$ cat config.mk
export PLATFORM = sky130hd
export DESIGN_NAME = halt_run_monitor
export DESIGN_NICKNAME = d
export VERILOG_FILES = /design/src/rtl/halt_run_monitor.sv
export SDC_FILE = /design/constraint.sdc
export NUM_CORES = 1
export LEC_CHECK = 0
export CORE_MARGIN = 2
export CORE_UTILIZATION = 40
export CTS_CLUSTER_DIAMETER = 60
export DETAILED_ROUTE_END_ITERATION = 12
export MAX_ROUTING_LAYER = met4
export PLACE_DENSITY = 0.7
export REMOVE_ABC_BUFFERS = 1
export SLEW_MARGIN = 20
export SYNTH_ARGS = -nofsm -noshare
export SYNTH_HDL_FRONTEND = slang
export SYNTH_SLANG_ARGS = --single-unit
export TNS_END_PERCENT = 10
$ cat constraint.sdc
create_clock -name CLOCK_50 -period 6.8 [get_ports CLOCK_50]
set_clock_uncertainty 0.2 [all_clocks]
set_input_delay 1.36 -clock CLOCK_50 [delete_from_list [all_inputs] [get_ports CLOCK_50]]
set_output_delay 1.36 -clock CLOCK_50 [all_outputs]
set_load 0.01 [all_outputs]
$ cat src/rtl/halt_run_monitor.sv
// Multi-core run-control monitor: resets each enabled core, times its run to HALT,
// checks the PC holds while halted, re-resets, checks HALT clears, and tallies the outcomes.
module halt_run_monitor #(
    parameter int NCORES     = 4,
    parameter int PC_W       = 16,
    parameter int CYC_W      = 18,
    parameter int MAX_CYCLES = 200000,
    parameter int RST_CYC    = 5,
    parameter int HOLD_CYC   = 6,
    parameter int CLR_CYC    = 2,
    parameter int CNT_W      = 8
) (
    input  logic                    CLOCK_50,
    input  logic                    rst_n,
    input  logic                    start,
    input  logic [NCORES-1:0]       chan_en,
    input  logic [NCORES-1:0]       halt,
    input  logic [NCORES*PC_W-1:0]  pc,
    output logic [NCORES-1:0]       core_rst_n,
    output logic [NCORES*3-1:0]     status,
    output logic [NCORES*CYC_W-1:0] cycles,
    output logic                    busy,
    output logic                    all_done,
    output logic [CNT_W-1:0]        pass_cnt,
    output logic [CNT_W-1:0]        fail_cnt
);

    localparam int TMR_MAX = (RST_CYC > HOLD_CYC)
                             ? ((RST_CYC > CLR_CYC) ? RST_CYC : CLR_CYC)
                             : ((HOLD_CYC > CLR_CYC) ? HOLD_CYC : CLR_CYC);
    localparam int TMR_W = $clog2(TMR_MAX + 1);
    localparam int INC_W = $clog2(NCORES + 1);
    localparam int SUM_W = CNT_W + INC_W;
    localparam logic [CNT_W-1:0] CNT_MAX = '1;

    typedef enum logic [3:0] {
        S_IDLE, S_RST1, S_RUN, S_HOLD, S_RST2, S_CLRCHK,
        S_PASS, S_FAIL_TO, S_FAIL_PC, S_FAIL_NC
    } state_t;

    function automatic logic is_active(input state_t s);
        return (s == S_RST1) || (s == S_RUN) || (s == S_HOLD) ||
               (s == S_RST2) || (s == S_CLRCHK);
    endfunction

    function automatic logic is_fail(input state_t s);
        return (s == S_FAIL_TO) || (s == S_FAIL_PC) || (s == S_FAIL_NC);
    endfunction

    logic              start_acc;
    logic [NCORES-1:0] active_q_vec;
    logic [NCORES-1:0] active_d_vec;
    logic [NCORES-1:0] pass_hit;
    logic [NCORES-1:0] fail_hit;

    assign busy      = |active_q_vec;
    assign start_acc = start & ~busy;

    generate
        for (genvar gi = 0; gi < NCORES; gi++) begin : g_ch
            state_t           state_q, state_d;
            logic [TMR_W-1:0] tmr_q, tmr_d;
            logic [CYC_W-1:0] cnt_q, cnt_d, cnt_inc;
            logic [CYC_W-1:0] cyc_q, cyc_d;
            logic [PC_W-1:0]  pc0_q, pc0_d, pc_i;
            logic             rstn_q, rstn_d;
            logic [2:0]       code;

            assign pc_i    = pc[gi*PC_W +: PC_W];
            assign cnt_inc = cnt_q + CYC_W'(1);

            always_comb begin
                state_d = state_q;
                tmr_d   = tmr_q;
                cnt_d   = cnt_q;
                cyc_d   = cyc_q;
                pc0_d   = pc0_q;
                case (state_q)
                    S_RST1: begin
                        if (tmr_q == TMR_W'(RST_CYC - 1)) begin
                            state_d = S_RUN;
                            tmr_d   = '0;
                            cnt_d   = '0;
                        end else begin
                            tmr_d = tmr_q + TMR_W'(1);
                        end
                    end
                    S_RUN: begin
                        // The current cycle is included in the count, so halt here reports cnt_inc.
                        cnt_d = cnt_inc;
                        if (halt[gi]) begin
                            state_d = S_HOLD;
                            cyc_d   = cnt_inc;
                            pc0_d   = pc_i;
                            tmr_d   = '0;
                        end else if (cnt_inc == CYC_W'(MAX_CYCLES)) begin
                            state_d = S_FAIL_TO;
                            cyc_d   = CYC_W'(MAX_CYCLES);
                        end
                    end
                    S_HOLD: begin
                        if (pc_i != pc0_q) begin
                            state_d = S_FAIL_PC;
                        end else if (tmr_q == TMR_W'(HOLD_CYC - 1)) begin
                            state_d = S_RST2;
                            tmr_d   = '0;
                        end else begin
                            tmr_d = tmr_q + TMR_W'(1);
                        end
                    end
                    S_RST2: begin
                        if (tmr_q == TMR_W'(RST_CYC - 1)) begin
                            state_d = S_CLRCHK;
                            tmr_d   = '0;
                        end else begin
                            tmr_d = tmr_q + TMR_W'(1);
                        end
                    end
                    S_CLRCHK: begin
                        if (tmr_q == TMR_W'(CLR_CYC - 1)) begin
                            state_d = halt[gi] ? S_FAIL_NC : S_PASS;
                        end else begin
                            tmr_d = tmr_q + TMR_W'(1);
                        end
                    end
                    default: ;
                endcase
                // start_acc only fires with no channel active, so this never cuts a run short.
                if (start_acc) begin
                    state_d = chan_en[gi] ? S_RST1 : S_IDLE;
                    tmr_d   = '0;
                    cnt_d   = '0;
                    cyc_d   = '0;
                end
                rstn_d = !((state_d == S_RST1) || (state_d == S_RST2));
            end

            always_comb begin
                code = 3'd0;
                case (state_q)
                    S_RST1, S_RUN, S_HOLD, S_RST2, S_CLRCHK: code = 3'd1;
                    S_PASS:    code = 3'd2;
                    S_FAIL_TO: code = 3'd3;
                    S_FAIL_PC: code = 3'd4;
                    S_FAIL_NC: code = 3'd5;
                    default:   code = 3'd0;
                endcase
            end

            always_ff @(posedge CLOCK_50 or negedge rst_n) begin
                if (!rst_n) begin
                    state_q <= S_IDLE;
                    tmr_q   <= '0;
                    cnt_q   <= '0;
                    cyc_q   <= '0;
                    pc0_q   <= '0;
                    rstn_q  <= 1'b1;
                end else begin
                    state_q <= state_d;
                    tmr_q   <= tmr_d;
                    cnt_q   <= cnt_d;
                    cyc_q   <= cyc_d;
                    pc0_q   <= pc0_d;
                    rstn_q  <= rstn_d;
                end
            end

            assign active_q_vec[gi]           = is_active(state_q);
            assign active_d_vec[gi]           = is_active(state_d);
            assign pass_hit[gi]               = is_active(state_q) && (state_d == S_PASS);
            assign fail_hit[gi]               = is_active(state_q) && is_fail(state_d);
            assign core_rst_n[gi]             = rstn_q;
            assign status[gi*3 +: 3]          = code;
            assign cycles[gi*CYC_W +: CYC_W]  = cyc_q;
        end
    endgenerate

    logic [INC_W-1:0] pass_inc, fail_inc;
    logic [SUM_W-1:0] pass_sum, fail_sum;
    logic [CNT_W-1:0] pass_cnt_q, pass_cnt_d, fail_cnt_q, fail_cnt_d;
    logic             run_q, run_d, all_done_q, all_done_d;

    always_comb begin
        pass_inc = '0;
        fail_inc = '0;
        for (int i = 0; i < NCORES; i++) begin
            pass_inc = pass_inc + INC_W'(pass_hit[i]);
            fail_inc = fail_inc + INC_W'(fail_hit[i]);
        end
        pass_sum   = SUM_W'(pass_cnt_q) + SUM_W'(pass_inc);
        fail_sum   = SUM_W'(fail_cnt_q) + SUM_W'(fail_inc);
        pass_cnt_d = (pass_sum > SUM_W'(CNT_MAX)) ? CNT_MAX : pass_sum[CNT_W-1:0];
        fail_cnt_d = (fail_sum > SUM_W'(CNT_MAX)) ? CNT_MAX : fail_sum[CNT_W-1:0];
        // all_done follows the next-state view so it lines up with the final terminal code.
        run_d      = run_q | start_acc;
        all_done_d = run_d & ~(|active_d_vec);
    end

    always_ff @(posedge CLOCK_50 or negedge rst_n) begin
        if (!rst_n) begin
            pass_cnt_q <= '0;
            fail_cnt_q <= '0;
            run_q      <= 1'b0;
            all_done_q <= 1'b0;
        end else begin
            pass_cnt_q <= pass_cnt_d;
            fail_cnt_q <= fail_cnt_d;
            run_q      <= run_d;
            all_done_q <= all_done_d;
        end
    end

    assign pass_cnt = pass_cnt_q;
    assign fail_cnt = fail_cnt_q;
    assign all_done = all_done_q;

endmodule
# After elaboration in Yosys (flattened, before gate mapping)
# Memory sizes are Yosys's and may differ from the RTL's.
# Index checks and enable logic that the tools add are counted.
# word_totals
regBits,258
input_bits,75
latch_bits,0
mem_count,4
rom_bits,192
ramBits,0
word_cells,343
output_inout_bits,106
# mem_list
name,words,word_bits,read_ports,rd_ports_with_merged_regs,wr,line,text
(no name shown),16,3,1,0,0,140,case (state_q)
(no name shown),16,3,1,0,0,140,
(no name shown),16,3,1,0,0,140,
(no name shown),16,3,1,0,0,140,
# op_classes
div_mod_pow,0
shift,0
reduce_logical,94
n_bitwise,5
mul,0
n_eq_ne,92
mux,102
addsub,16
n_lt_le_gt_ge,2
# ops
operator,count
$mux 18,24
$mux 4,36
$pmux 18 s2,4
$eq 4x3->1 const B,24
$pmux 4 s5,4
$add 18x1->18 const B,4
$eq 18x18->1 const B,4
$mux 3,24
$eq 4x2->1 const B,16
$ne 16x16->1,4
$ne 3x3->1 const B,16
$pmux 3 s4,4
$logic_or 1x1->1,44
$eq 4x1->1 const B,8
$eq 4x4->1 const B,8
$eq 3x3->1 const B,8
$reduce_and 2->1,12
$reduce_bool 3->1,8
$reduce_bool 5->1,4
$add 8x3->9,2
$gt 9x8->1 const B,2
$mux 8,2
$reduce_and 4->1,4
$add 3x1->3 const B,4
other kinds (13),41

# Longest topological paths before layout
# Gate-level depths: netlist of the first run.
# logic_depth
ltp_word,19
ltp_mapped,17
mapped_depth_nobuf,17

# Worst setup path before layout of the first run
# OpenSTA, ideal clock, no wires.
# synth_timing
path_type,in2reg
start,input port pc[8]
end,register fail_cnt_q[4] (netlist: fail_cnt[4])
setup_ns,0.119
required_time_ns,6.481
arrival_time_ns,4.805
path_buffers,0
path_slack_ns,1.676
path_stages,14
path_cell_list,xnor2_1 -> nand4_1 -> nor4_1 -> a21oi_1 -> a32oi_1 -> o211a_1 -> nand3_1 -> a21o_1 -> fa_1 -> inv_1 -> fa_1 -> fa_1 -> and3_1 -> o21a_1
# synth_via
elab_chain_len,14
elab_cells_between_ends,16
cone_classes,add/sub (4); order compare (1); eq/ne (4); mux (4); reduce/logical (3)
# synth_lines
item,line,text
from (decl),18,"input logic [NCORES*PC_W-1:0] pc,"
$ne 16x16->1 *,102,if (pc_i != pc0_q) begin
$mux 4 *,102,
$pmux 4 s5 *,78,case (state_q)
$mux 4 *,129,if (start_acc) begin
net g_ch[0].state_d[1],61,"state_t state_q, state_d;"
$eq 4x3->1 or $eq 4x4->1 (tied branches),47,return (s == S_FAIL_TO) || (s == S_FAIL_PC) || (s == S_FAIL_NC);
$logic_or 1x1->1,47,
$logic_or 1x1->1 *,47,
$logic_and 1x1->1 *,171,assign fail_hit[gi] = is_active(state_q) && is_fail(state_d);
$add 1x1->2 *,188,fail_inc = fail_inc + INC_W'(fail_hit[i]);
$add 2x1->3 *,188,
$add 3x1->3 *,188,
$add 8x3->9 *,191,fail_sum = SUM_W'(fail_cnt_q) + SUM_W'(fail_inc);
$gt 9x8->1,193,fail_cnt_d = (fail_sum > SUM_W'(CNT_MAX)) ? CNT_MAX : fail_sum[CNT_W-1:0];
$mux 8 *,193,
net fail_cnt_d[4],180,"logic [CNT_W-1:0] pass_cnt_q, pass_cnt_d, fail_cnt_q, fail_cnt_d;"
to (signal assigned),207,fail_cnt_q <= fail_cnt_d;
to (decl),180,
# The timed path passes the listed nets; every way through them passes the cells marked *.
# A chain may end at the register's enable or synchronous reset.

# Final worst setup path of the first run
# layout_timing
start,register g_ch[2].cnt_q[2]
end,register fail_cnt_q[4] (netlist: fail_cnt[4])
# layout_via
elab_chain_len,15
elab_cells_between_ends,17
cone_classes,add/sub (4); order compare (1); eq/ne (4); mux (5); reduce/logical (3)
# layout_lines
item,line,text
from (decl),63,"logic [CYC_W-1:0] cnt_q, cnt_d, cnt_inc;"
from (signal assigned),161,cnt_q <= cnt_d;
$add 18x1->18 *,70,assign cnt_inc = cnt_q + CYC_W'(1);
$eq 18x18->1 *,96,end else if (cnt_inc == CYC_W'(MAX_CYCLES)) begin
$mux 4 *,96,
$mux 4 *,91,if (halt[gi]) begin
$pmux 4 s5 *,78,
$mux 4 *,129,
net g_ch[2].state_d[0],61,
$eq 4x3->1 or $eq 4x4->1 (tied branches),47,
$logic_or 1x1->1,47,
$logic_or 1x1->1 *,47,
$logic_and 1x1->1 *,171,
$add 2x1->3 *,188,
$add 3x1->3 *,188,
$add 8x3->9 *,191,
$gt 9x8->1,193,
$mux 8 *,193,
net fail_cnt_d[4],180,
# Marks and branches as above.

==> flow_metrics.py, run 1 <==
metrics = {
    "outcome": {
        "status": "finished, final reports clean",
    },
    "detailed_routing": {
        "wl_met2_um": 16790,
        "wl_per_cell_um": 16.71,
        "avgViaCountPerCell": 5.525,
        "drc_errors": 0,
        "dr.pass1.iters": 5,
        "antenna_left": 0,
        "drt-total-wl_um": 35580,
        "route.met3.wl_um": 1969,
        "vias": 11760,
        "drtIter0Drc": 743,
        "maxUsedRoutingLayer": "met4",
        "wl_met1_um": 15920,
    },
    "cts": {
        "cts-resized-gates": 0,
        "cts_tree": "yes",
        "clk_pin_slew_worst_paths_ns": 0.06,
        "h-tree-depth": 1,
        "numCtsBuffers": 31,
        "clock_latency_ns": 0.58,
        "cts_root_buf": "clkbuf_16",
        "max-clock-path-buffers": 3,
        "postCtsHoldBufs": 0,
        "clock-sinks": 258,
        "cts_setup_buffers": 0,
    },
    "setup_path": {
        "crit_arrival_ns": 5.71,
        "crit_start": "g_ch[2].cnt_q[2]$_DFFE_PN0P_",
        "timing.rr.end": "fail_cnt[4]$_DFF_PN0_",
        "r2r_cells": 14,
        "cp_num_cells": 14,
        "cp_common_cell": "fa_1",
        "critPathCaptureType": "flip-flop",
        "crit_end": "fail_cnt[4]$_DFF_PN0_",
        "crit_type": "flip-flop to flip-flop",
        "crit_chain": "nand4_1, nor3_1, mux2i_1, o2111ai_1, or4b_2, nand2_1, nand3_1, a211o_1, fa_1, inv_1, fa_1, fa_1, and3_1, o21a_1",
        "crit_required_ns": 7.06,
        "startpoint_type": "flip-flop",
        "cpMaxStageDelayCell": "nor3_1",
        "cp_top_family": "simple AND/OR/NAND/NOR gates",
        "r2r_start": "g_ch[2].cnt_q[2]$_DFFE_PN0P_",
        "cp_max_fo": 9,
        "crit_buf_inv": 1,
        "r2r_setup_slack_ns": 1.36,
        "max_stage_delay_ns": 0.72,
    },
    "global_routing": {
        "first_global_vias": 11610,
        "track_usage": 0.1957,
        "grt-ovfl-total": 0,
        "grt_antenna_before_repair": 2,
        "grt_max_degree": 124,
        "grt_pass1_wl_um": 59920,
    },
    "final_layout": {
        "nFillCells": 3305,
        "fin_nets": 1740,
        "drive_above_1_share": 0.1020,
        "syn2layout_area_growth_pct": 22.51,
        "layout_commonest_cell": "dfrtp_1",
        "final_cell_mix": "dfrtp_1 (254), clkdlybuf4s50_1 (179), nand2_1 (155)",
    },
    "power_and_ir_drop": {
        "p_switching_mw": 2.767,
        "seq_power_share": 0.356,
        "total_power_mw": 7.324,
        "intPower_mw": 4.556,
        "pwr-share-comb": 0.403,
        "pwr_density_cell_mw_per_mm2": 415.9,
        "netSwitchingFraction": 0.3779,
        "irDropWorstVdd_mv": 0.2360,
        "p_leak_nw": 7.195,
        "p_clk_frac": 0.241,
    },
    "synthesis": {
        "synth_top_cell_by_area": "dfrtp_1",
        "ys.flop_type": "dfrtp_1",
        "synth.distinct_cells": 82,
        "synth_area_sq_mm": 0.01437,
        "netlist_instances": 1508,
        "ys_warn_count": 0,
        "synth_edf_count": 0,
        "synth_top_area_frac": 0.4422,
        "ys_ff_latch": 258,
        "synth.area.top_cells": "dfrtp_1 (44%), mux2_2 (5.2%), xnor2_1 (4.8%), o21ai_0 (4.4%), nand2_1 (4.1%)",
        "async_reset_ff_frac": 1.000,
        "ys_seq_area_frac": 0.4496,
        "synth.avg_cell_area_sq_um": 9.531,
    },
    "sta": {
        "tns_ns": 0,
        "grt_setup_unrepaired": "no",
        "min_period_ns": 5.443,
        "worst_pin_slew_ns": 1.063,
        "fin_crit_sh": 0.8005,
        "max_clock_freq_mhz": 183.7,
        "slew_headroom": 0.2899,
        "setup_viol": 0,
        "finalHoldViolCount": 0,
        "slew_violations": 0,
    },
    "die": {
        "rows": 69,
        "initial_core_util": 0.4051,
        "dieArea_sq_mm": 0.03746,
        "die_h_um": 193.6,
        "core_sq_mm": 0.03548,
        "io_pins": 181,
        "die_w_um": 193.6,
    },
    "worst_hold_path": {
        "hold_path.class": "flip-flop to flip-flop",
        "worstHoldStart": "run_q$_DFF_PN0_",
    },
    "place": {
        "portBuffers": 180,
        "gp_congestion": 0.9144,
        "dpl.hpwl_um": 24930,
    },
    "run": {
        "drv_cap": 0,
    },
}
==> flip-flops by register name (all words and copies together), names as in the netlist, 4 cells and up <==
| register | cells |
|---|---|
| g_ch.cnt_q | 72 |
| pass_cnt | 8 |
| fail_cnt | 8 |
| g_ch.cyc_q | 72 |
| g_ch.pc0_q | 64 |
| g_ch.tmr_q | 12 |
| g_ch.rstn_q | 4 |
| g_ch.state_q | 16 |
==> power groups by stage <==
stage | clock (mW) | combinational, mW | sequential [mW]
2_1_floorplan | 0 | 1.84 | 2.57
6_report | 1.77 | 2.95 | 2.61
4_1_cts | 1.82 | 2.99 | 2.60
5_1_grt | 1.88 | 3.30 | 2.69
3_5_place_dp | 0 | 2.98 | 2.62
3_3_place_gp | 0 | 2.90 | 2.60
==> metal layers <==
layer  up-vias  global-route usage
met5         -                   -
met2       284              0.3079
met4         0             0.05570
li1       5695                   -
met1      5719              0.2571
met3        64             0.03888
==> final cells by class <==
cell class / instances / area [sq um] / share of cell area
repair buffers: 194 / 1924 / 0.1093
inverters: 37 / 138.9 / 0.007887
diodes: 2 / 5.005 / 0.0002842
multi-input cells: 1119 / 7402 / 0.4204
clock buffers: 42 / 877.1 / 0.04981
flip-flops and latches: 258 / 6461 / 0.3669
clock inverters: 16 / 222.7 / 0.01265
well taps: 461 / 576.8 / 0.03276
==> cells in the mapped netlist (5+ instances only) <==
master,count
a31oi_1,36
a21o_1,14
nand3b_1,6
clkbuf_1,75
a211oi_1,6
nand2_1,156
nor2b_1,18
o31ai_1,13
o21a_1,9
nor2_1,84
nor3b_1,7
nor3_1,27
and2_1,18
nand3_1,59
fa_1,6
ha_1,18
o2bb2ai_1,22
a22o_1,8
nor4_1,20
o21ai_0,127
mux2i_1,7
dfrtp_1,254
o211ai_1,7
inv_1,36
xnor2_1,78
nand4_1,29
nand2b_1,11
or2_2,8
buf_2,9
a21oi_1,70
a22oi_1,5
and4_1,11
and3_1,20
xor2_1,57
mux2_2,66
or3_1,17
==> stage by stage <==
stage	hold slack, ns	instance area (sq um)	cells	utilization	setup slack [ns]
after floorplan	0.2300	13990	1414	-	1.676
after global placement	0.2561	16500	2069	0.4650	0.8475
after detailed placement	0.2542	16500	2069	0.4650	0.8266
after CTS	0.2690	17600	2127	0.4960	1.360
after global routing	0.2968	17610	2129	0.4962	1.003
final	0.2630	17610	2129	0.4962	1.357
==> worst min path at each step <==
stage | cells after the start | to | slack (ns)
after floorplan | 1 | run_q$_DFF_PN0_ | 0.23
after global placement | 1 | run_q$_DFF_PN0_ | 0.26
after detailed placement | 1 | run_q$_DFF_PN0_ | 0.25
after CTS | 1 | run_q$_DFF_PN0_ | 0.27
after global routing | 1 | run_q$_DFF_PN0_ | 0.30
final | 1 | run_q$_DFF_PN0_ | 0.26
==> cells by family after synthesis <==
logic type	count (synthesis)	synth area share
buffers and inverters	131	0.03621
XOR/XNOR	135	0.08227
AND/OR/NAND/NOR	516	0.1850
flip-flops	258	0.4496
adder cells (fa/ha/maj)	27	0.02612
multiplexers	74	0.05763
AO/OA/AOI/OAI	367	0.1632
(Power assumes the default switching activity.)
==> run 2, diff against run 1 <==
- clock period: 6.8 -> 5.3 ns (I/O delays scaled with it)
==> run 2 against run 1 <==
Setup slack worse by 1.1 ns. First-iteration DRC count is 6.6% higher. Critical path depth up 2. Via count rose by 1.1%. Wire length increased by 0.68%. Critical path type unchanged. Critical endpoint is now fail_cnt[6]$_DFF_PN0_. Largest cell class unchanged. Largest power group unchanged. Highest routed layer unchanged.
==> flow_metrics.py, run 2 (same netlist as run 1, synthesis figures left out) <==
metrics = {
    "detailed_routing": {
        "wl_per_cell_um": 16.53,
        "antenna_left": 0,
        "dr.pass1.iters": 5,
        "vias": 11900,
        "avgViaCountPerCell": 5.489,
        "drc_errors": 0,
        "drtIter0Drc": 792,
        "drt-total-wl_um": 35820,
    },
    "sta": {
        "tns_ns": 0,
        "worst_pin_slew_ns": 1.040,
        "slew_headroom": 0.3052,
        "setup_viol": 0,
        "slew_violations": 0,
        "finalHoldViolCount": 0,
        "fin_crit_sh": 0.9481,
        "fin_ws_ns": 0.2753,
        "min_period_ns": 5.025,
        "max_clock_freq_mhz": 199.0,
        "grt_setup_unrepaired": "no",
    },
    "global_routing": {
        "track_usage": 0.1961,
        "grt_max_degree": 113,
        "grt_antenna_before_repair": 0,
        "first_global_vias": 11780,
        "grt_pass1_wl_um": 60120,
        "grt-ovfl-total": 0,
    },
    "die": {
        "die_w_um": 193.6,
        "core_sq_mm": 0.03548,
        "initial_core_util": 0.4051,
        "io_pins": 181,
        "die_h_um": 193.6,
        "dieArea_sq_mm": 0.03746,
        "rows": 69,
    },
    "final_layout": {
        "finalNonFillerCells": 2167,
        "largestRegisters": "g_ch.cnt_q: 72 flops, g_ch.cyc_q: 72 flops, g_ch.pc0_q: 64 flops",
        "nFillCells": 3228,
        "fin_nets": 1779,
        "fin_util": 0.5057,
        "syn2layout_area_growth_pct": 24.85,
        "multi_input_area_sq_mm": 0.007408,
        "layout_commonest_cell": "dfrtp_1",
        "antenna-diode-count": 0,
        "drive_above_1_share": 0.1254,
        "regArea_sq_mm": 0.006465,
        "final_cell_mix": "dfrtp_1 (251), clkdlybuf4s50_1 (179), nand2_1 (155)",
    },
    "place": {
        "portBuffers": 180,
        "dpl.cell_count": 2105,
        "gp_congestion": 0.8879,
        "dpl.hpwl_um": 25500,
        "dp_worst_setup_slack_ns": -0.4269,
    },
    "cts": {
        "postCtsHoldBufs": 0,
        "cts_setup_buffers": 0,
        "clock_latency_ns": 0.51,
        "numCtsBuffers": 34,
        "cts_root_buf": "clkbuf_16",
        "clock-sinks": 258,
        "clk_pin_slew_worst_paths_ns": 0.06,
        "max-clock-path-buffers": 3,
        "h-tree-depth": 2,
        "cts_tree": "yes",
    },
    "setup_path": {
        "crit_type": "flip-flop to flip-flop",
        "cp_max_fo": 6,
        "crit_arrival_ns": 5.22,
        "critPathCaptureType": "flip-flop",
        "crit_required_ns": 5.49,
        "startpoint_type": "flip-flop",
        "r2r_setup_slack_ns": 0.28,
        "r2r_cells": 16,
    },
    "run": {
        "drv_cap": 0,
    },
    "power_and_ir_drop": {
        "p_leak_nw": 7.396,
        "irDropWorstVdd_mv": 0.3050,
        "pwr_density_cell_mw_per_mm2": 536.3,
        "total_power_mw": 9.624,
    },
    "worst_hold_path": {
        "holdPathStages": 1,
        "hold_path.class": "flip-flop to flip-flop",
    },
    "outcome": {
        "status": "finished, final reports clean",
    },
}
run 2: metrics by stage:
step / area, sq um / hold WS, ns
after CTS: 17930 / 0.2802
after global placement: 16780 / 0.2563
after global routing: 17940 / 0.3101
after detailed placement: 16780 / 0.2622
final: 17940 / 0.2723
after floorplan: 13990 / 0.2300
run 2: final timing paths:
check | end | startpoint
worst min register to register | run_q$_DFF_PN0_ | run_q$_DFF_PN0_
worst max-delay path | fail_cnt[6]$_DFF_PN0_ | g_ch[0].cnt_q[1]$_DFFE_PN0P_
worst min-delay path | run_q$_DFF_PN0_ | run_q$_DFF_PN0_
min in group asynchronous | g_ch[3].cnt_q[3]$_DFFE_PN0P_ | rst_n
max in group asynchronous | g_ch[1].rstn_q$_DFF_PN1_ | rst_n
worst max register to register | fail_cnt[6]$_DFF_PN0_ | g_ch[0].cnt_q[1]$_DFFE_PN0P_
run 2: area by class of cell:
type / count / area share
multi-input combinational: 1119 / 0.4128
timing repair buffer: 230 / 0.1230
tap: 461 / 0.03214
sequential: 258 / 0.3603
inverter: 37 / 0.007739
clock buffer: 48 / 0.05724
clock inverter: 14 / 0.006763
run 2: report_power, final:
group	switching (mW)	internal [mW]	leakage, nW
combinational	2.08	1.95	3.47
sequential	0.638	2.64	3.37
clock	0.902	1.41	0.560
run 2: repair_timing:
action | in CTS | in global routing
hold endpoints to repair | 0 | 0
endpoints found under the setup margin | 0 | 7
gates resized for setup | 0 | 5
run 2: metal layers:
| layer | vias to the layer above | part of all wire | wire (um) | track usage |
|---|---|---|---|---|
| li1 | 5749 | - | - | - |
| met1 | 5834 | 0.45 | 16210 | 0.2577 |
| met2 | 255 | 0.48 | 17080 | 0.3157 |
| met3 | 57 | 0.051 | 1818 | 0.03469 |
| met4 | 0 | 0.020 | 709 | 0.04750 |
| met5 | - | 0 | 0 | - |
run 2: worst max-delay path, cell delays in order (launching register included):
cell	delay [ns]
dfrtp_1	0.41
ha_2	0.27
nand2_1	0.13
or4_4	0.46
mux2_4	0.31
or4_4	0.57
nor3_2	0.16
o211a_1	0.21
nand3_1	0.08
a21o_1	0.21
fa_1	0.52
inv_1	0.06
fa_1	0.46
fa_1	0.48
buf_4	0.18
a21oi_1	0.13
a31oi_1	0.06
